**config.mk**
```make
export PLATFORM = sky130hd
export DESIGN_NAME = mem_arbiter
export DESIGN_NICKNAME = d
export VERILOG_FILES = /design/src/rtl/mem_arbiter.sv
export SDC_FILE = /design/constraint.sdc
export NUM_CORES = 1
export LEC_CHECK = 0
export BUFFER_PORTS_ARGS = -buffer_cell sky130_fd_sc_hd__buf_2
export CORE_AREA = 2 2 117 119
export CTS_CLUSTER_DIAMETER = 120
export CTS_CLUSTER_SIZE = 24
export DETAILED_ROUTE_END_ITERATION = 16
export DIE_AREA = 0 0 119 121
export PLACE_DENSITY = 0.72
export SYNTH_ARGS = -nofsm -noshare
export SYNTH_HDL_FRONTEND = slang
export SYNTH_SLANG_ARGS = --single-unit
```
**constraint.sdc**
```tcl
create_clock -name CLK -period 2.02 [get_ports CLK]
set_input_delay 0.303 -clock CLK [delete_from_list [all_inputs] [get_ports CLK]]
set_output_delay 0.303 -clock CLK [all_outputs]
set_load 0.005 [all_outputs]
```
**src/rtl/mem_arbiter.sv**
```systemverilog
// Two-port arbiter onto a single memory request/return channel, one transaction in flight.
// Define MEM_ARB_RR_EN for round-robin tie-breaking; otherwise port 0 always wins a tie.
module mem_arbiter (
   input  logic        CLK,
   input  logic        RST,
   input  logic        REQ0_ADDR_VALID,
   input  logic [31:0] REQ0_ADDR,
   input  logic        REQ0_DATA_VALID,
   input  logic [31:0] REQ0_DATA,
   output logic        REQ0_READY,
   output logic        REQ0_RESP_VALID,
   output logic [31:0] REQ0_RESP_DATA,
   input  logic        REQ0_RESP_READY,
   input  logic        REQ1_ADDR_VALID,
   input  logic [31:0] REQ1_ADDR,
   input  logic        REQ1_DATA_VALID,
   input  logic [31:0] REQ1_DATA,
   output logic        REQ1_READY,
   output logic        REQ1_RESP_VALID,
   output logic [31:0] REQ1_RESP_DATA,
   input  logic        REQ1_RESP_READY,
   output logic        MEM_SEND_ADDR_VALID,
   output logic [31:0] MEM_SEND_ADDR,
   output logic        MEM_SEND_DATA_VALID,
   output logic [31:0] MEM_SEND_DATA,
   input  logic        MEM_SEND_READY,
   input  logic        MEM_RECEIVE_VALID,
   input  logic [31:0] MEM_RECEIVE_DATA,
   output logic        MEM_RECEIVE_READY
);

   typedef enum logic [1:0] {IDLE, SEND, WAIT, RESP} state_t;

   state_t      state;
   logic        owner;
   logic [31:0] addr_q;
   logic [31:0] data_q;
   logic        wr_q;
   logic [31:0] resp_q;
   logic        grant;
   logic        accept;
   logic        send_act;
   logic        resp_act;
   logic        owner_resp_ready;

`ifdef MEM_ARB_RR_EN
   logic        last_grant;
`endif

   // Port selection: a lone requester always wins; a tie depends on the build.
   always_comb begin
      grant = 1'b0;
      if (REQ1_ADDR_VALID && !REQ0_ADDR_VALID) begin
         grant = 1'b1;
      end
`ifdef MEM_ARB_RR_EN
      else if (REQ1_ADDR_VALID && REQ0_ADDR_VALID) begin
         grant = ~last_grant;
      end
`endif
   end

   assign accept           = !RST && (state == IDLE) && (REQ0_ADDR_VALID || REQ1_ADDR_VALID);
   assign send_act         = !RST && (state == SEND);
   assign resp_act         = !RST && (state == RESP);
   assign owner_resp_ready = owner ? REQ1_RESP_READY : REQ0_RESP_READY;

   always_ff @(posedge CLK) begin
      if (RST) begin
         state  <= IDLE;
         owner  <= 1'b0;
         addr_q <= 32'h0;
         data_q <= 32'h0;
         wr_q   <= 1'b0;
         resp_q <= 32'h0;
`ifdef MEM_ARB_RR_EN
         last_grant <= 1'b1;
`endif
      end else begin
         case (state)
            IDLE: begin
               if (accept) begin
                  owner  <= grant;
                  addr_q <= grant ? REQ1_ADDR : REQ0_ADDR;
                  data_q <= grant ? REQ1_DATA : REQ0_DATA;
                  wr_q   <= grant ? REQ1_DATA_VALID : REQ0_DATA_VALID;
`ifdef MEM_ARB_RR_EN
                  last_grant <= grant;
`endif
                  state  <= SEND;
               end
            end
            SEND: begin
               if (MEM_SEND_READY) state <= WAIT;
            end
            WAIT: begin
               if (MEM_RECEIVE_VALID) begin
                  resp_q <= MEM_RECEIVE_DATA;
                  state  <= RESP;
               end
            end
            RESP: begin
               if (owner_resp_ready) state <= IDLE;
            end
            default: state <= IDLE;
         endcase
      end
   end

   // Outputs decode from registered state; everything is forced low while in reset.
   assign REQ0_READY          = accept && !grant;
   assign REQ1_READY          = accept && grant;
   assign MEM_SEND_ADDR_VALID = send_act;
   assign MEM_SEND_ADDR       = send_act ? addr_q : 32'h0;
   assign MEM_SEND_DATA_VALID = send_act && wr_q;
   assign MEM_SEND_DATA       = send_act ? data_q : 32'h0;
   assign MEM_RECEIVE_READY   = !RST && (state == WAIT);
   assign REQ0_RESP_VALID     = resp_act && !owner;
   assign REQ0_RESP_DATA      = (resp_act && !owner) ? resp_q : 32'h0;
   assign REQ1_RESP_VALID     = resp_act && owner;
   assign REQ1_RESP_DATA      = (resp_act && owner) ? resp_q : 32'h0;

endmodule

```
# Word-level counts from Yosys, hierarchy flattened
# Index checks and enable logic that the tools add are counted.
[op_classes]
mux = 14
eq_ne = 7
n_reduce_logical = 20
[op_table]
columns = ["operator", "n"]
rows = [
  ["$mux W32", 6],
  ["$logic_and A1 B1 Y1", 11],
  ["$mux W2", 4],
  ["$ne A2 B2 Y1 const B", 4],
  ["$pmux W2 S4", 1],
  ["$eq A2 B2 Y1 const B", 2],
  ["$logic_not A1 Y1", 4],
  ["$reduce_and A2 Y1", 2],
  ["$reduce_and A4 Y1", 1],
  ["$mux W1", 3],
  ["$eq A2 B1 Y1 const B", 1],
  ["$logic_not A2 Y1", 1],
  ["$logic_or A1 B1 Y1", 1],
]
[totals]
word_cells = 47
reg_bits = 100
in_bits = 170

# Depth between registers and ports, before layout
[depth]
depth_word = 5
mapped_depth = 8

# Worst setup path before layout
# No wires, ideal clock.
[synth_timing]
path_type = "reg2out"
startpoint = "reg state[1]"
endpoint = "out MEM_SEND_ADDR[13]"
required_ns = 1.717
path_buffers = 2
arrival_time_ns = 1.313
setup_slack_ns = 0.404
path_stages_with_launch = 7
cell_sequence = "dfxtp_1 > inv_1 > ha_1 > nor2b_1 > buf_1 > clkbuf_1 > and2_1"
[synth_via]
elab_chain_cells = 3
[synth_lines]
columns = ["item", "line_no", "rtl"]
rows = [
  ["from (decl)", "34", "state_t state;"],
  ["from (signal assigned)", "70", "state <= IDLE;"],
  ["from (signal assigned)", "90", "state <= SEND;"],
  ["from (signal assigned)", "94", "if (MEM_SEND_READY) state <= WAIT;"],
  ["$eq A2 B1 Y1", "64", "assign send_act = !RST && (state == SEND);"],
  ["$logic_and A1 B1 Y1", "64", ""],
  ["$mux W32", "114", "assign MEM_SEND_ADDR = send_act ? addr_q : 32'h0;"],
  ["to (decl)", "23", "output logic [31:0] MEM_SEND_ADDR,"],
]
# No other way between the ends.

# Worst setup path in the final report
[layout_timing]
startpoint = "reg state[0]"
endpoint = "out REQ0_RESP_DATA[26]"
[layout_via]
elab_chain_cells = 4
[layout_lines]
columns = ["item", "line_no", "rtl"]
rows = [
  ["$eq A2 B2 Y1", "65", "assign resp_act = !RST && (state == RESP);"],
  ["$logic_and A1 B1 Y1", "65", ""],
  ["$logic_and A1 B1 Y1", "119", "assign REQ0_RESP_DATA = (resp_act && !owner) ? resp_q : 32'h0;"],
  ["$mux W32", "119", ""],
  ["to (decl)", "12", "output logic [31:0] REQ0_RESP_DATA,"],
]
# No other way between the ends.

==> flow_metrics.tcl <==
set metrics [dict create \
    place_hpwl_um 11500 \
    die_area_sq_mm 0.01440 \
    finalWirelength_um 16350 \
    yosysSeqAreaShare_pct 40.35 \
    hold_path_class "in -> reg" \
    crit_required_ns 1.72 \
    maxCapViolCount 0 \
    detail-route-antenna-nets 0 \
    p_leak_nw 3.593 \
    via_per_inst 4.970 \
    globalRouteTotalUtil_pct 20.77 \
    fin_crit_sh_pct 97.59 \
    power.density_mw_per_mm2 920.2 \
    fp.dieW_um 119 \
    synth_cell_types 27 \
    status "complete, no violations" \
    gr-total-overflow 0 \
    n_fill_cell 1283 \
    area_growth_pct 42.90 \
    netlist_area_sq_mm 0.004961 \
    period_minus_slack_ns 1.971 \
    cts_root_buf "clkbuf_16" \
    grt_max_degree 58 \
    slew_viol_final 0 \
    yosysWarningCount 0 \
    syn_inst 607 \
    synth_top_area_share_pct 40.35 \
    startpoint_type "flip-flop" \
    fin_skew_ns 0.005507 \
    fmax_mhz 507.3 \
    cts_tree "built" \
    tightest_slew_ns 0.6705 \
    syn_area_per_cell_sq_um 8.173 \
    clk_path_buf_depth 2 \
    crit_fanout 16 \
    synth.area.top_cells "dfxtp_1, and2_1, a22o_1, a22oi_1, nor2_1" \
    io_pins 305 \
    grt_setup_unrepaired "yes" \
    layout-drive-gt1-share_pct 39.73 \
    setup_viol 0 \
    avgRoutedWirePerCell_um 15.28 \
    place.gp.congestion 0.7677 \
    drt_iter0_drc 360 \
    core_area_sq_mm 0.01309 \
    worstSkewPairLatency_ns 0.34 \
    syn-num-nets 781 \
    cts_buffers 9 \
    nets 1060 \
    endpoint_kind "primary output" \
    ys_ff_latch 100 \
    start_util_pct 37.91 \
    antenna_found_initial 4 \
    relSlewSlack_pct 55.00 \
    drc 0 \
    async_flop_share_pct 0 \
    cp.arrival_ns 1.67 \
    utilization_pct 54.18 \
    vias 5318 \
    multi_input_area_sq_mm 0.002700 \
    holdBufCountCts 0 \
    synth_edf_count 0 \
    port_buffers 304 \
    regArea_sq_mm 0.002004 \
    rows 42 \
    detail_route.first_pass.iterations 6 \
    die_h_um 121 \
    worstSetupPathType "reg -> out" \
    tns_ns 0 \
    path_clk_slew_ns 0.07 \
    grt_pass1_vias 4779 \
    grt_pass1_wl_um 23980 \
    synthFlopType "dfxtp_1" \
    cts.sinks 100 \
    htree_levels 3 \
    hold_violations 0 \
    peakVddDrop_mv 0.4782 \
    yosysTopAreaCell "dfxtp_1" \
]
==> kinds of logic (layout without fill, tap and decap cells) <==
group | count (synthesis) | count (layout) | synth area share, %
mux | 1 | 1 | 0.2018
buf+inv | 66 | 350 | 5.927
simple gates | 272 | 272 | 27.74
flops | 100 | 100 | 40.35
other cells | 0 | 3 | 0
compound gates | 164 | 164 | 24.77
fa+ha+maj | 4 | 4 | 1.009
==> where the power goes <==
group	switching [mW]	total [mW]	internal [mW]	leakage, nW
combinational	1.15	2.07	0.915	2.62
sequential	0.208	2.58	2.37	0.820
clock	0.781	1.88	1.10	0.154
total	2.14	6.52	4.38	3.59
==> cell usage after synthesis (2+ instances only) <==
| cell type | number |
|---|---|
| inv_1 | 6 |
| a211oi_1 | 2 |
| buf_4 | 2 |
| a222oi_1 | 8 |
| and3b_1 | 2 |
| nand2_1 | 66 |
| a22o_1 | 57 |
| o21ai_0 | 2 |
| buf_6 | 4 |
| buf_1 | 6 |
| clkbuf_1 | 41 |
| dfxtp_1 | 100 |
| nor2_1 | 67 |
| ha_1 | 4 |
| a21oi_1 | 35 |
| and2_1 | 130 |
| nor2b_1 | 3 |
| a22oi_1 | 57 |
| buf_2 | 7 |
==> routing by layer <==
layer	up-vias	track usage [%]	routed length [um]
met4	2	7.217	231
met2	194	36.64	8177
met5	-	0	13
li1	2658	-	-
met1	2447	24.82	6906
met3	17	4.699	1024
==> cells in the final DEF (no fill, tap or decap), drive strengths merged <==
| master | count |
|---|---|
| buf | 326 |
| and2 | 130 |
| dfxtp | 100 |
| nor2 | 67 |
| nand2 | 66 |
| a22o | 57 |
| a22oi | 57 |
| a21oi | 35 |
| clkbuf | 12 |
| a222oi | 8 |
| inv | 8 |
| ha | 4 |
| diode | 3 |
| nor2b | 3 |
| o21ai | 3 |
| a211oi | 2 |
| bufinv | 2 |
| and3b | 2 |
| nor3b | 1 |
| or3b | 1 |
| mux2i | 1 |
| nand3 | 1 |
| a21o | 1 |
| nand2b | 1 |
| a221oi | 1 |
| clkinv | 1 |
| clkinvlp | 1 |
==> flip-flops by register name, summed over array words and instances (netlist names) <==
register,cells
resp_q,32
wr_q,1
data_q,32
state,2
owner,1
addr_q,32
==> critical path: stages, from the launching register on <==
cell     delay (ns)
dfxtp_2        0.36
ha_1           0.20
nor3b_4        0.20
buf_4          0.17
buf_6          0.16
and2_1         0.13
buf_2          0.10
==> worst paths after layout <==
check	end	slack (ns)	from	cells past startpoint
worst min register to register	resp_q[24]	0.46	resp_q[24]	2
worst max register to register	data_q[3]	0.25	state[0]	6
worst max-delay path	REQ0_RESP_DATA[26]	0.05	state[0]	6
worst min-delay path	resp_q[10]	0.19	MEM_RECEIVE_DATA[10]	3
==> per-stage QoR <==
stage               instances  hold slack, ns  setup WS (ns)  cell area [sq um]  total power, mW
floorplan                 607          0.4390         0.4038               4961            3.878
global placement         1044          0.4483         0.2927               6609            4.506
detailed placement       1044          0.4543         0.2410               6609            4.556
CTS                      1060          0.1816      0.0005436               6937            6.455
global route             1068          0.1970       -0.05271               7084            6.928
finish                   1070          0.1911        0.04874               7089            6.523
==> repair_timing <==
item	in CTS	in global routing
gates resized for setup	2	19
pin swaps	0	0
hold endpoints to repair	0	0
gates cloned	0	5
endpoints found under the setup margin	26	131
setup buffers	0	2
==> layout make-up <==
class | instances | share of cell area [%]
Antenna cell | 3 | 0.1059
Clock buffer | 10 | 3.230
Clock inverter | 6 | 1.324
Inverter | 6 | 0.3177
Multi-Input combinational cell | 441 | 38.09
Sequential cell | 100 | 28.27
Tap cell | 176 | 3.106
Timing Repair Buffer | 328 | 25.56
Power figures use the tool's default switching activity.
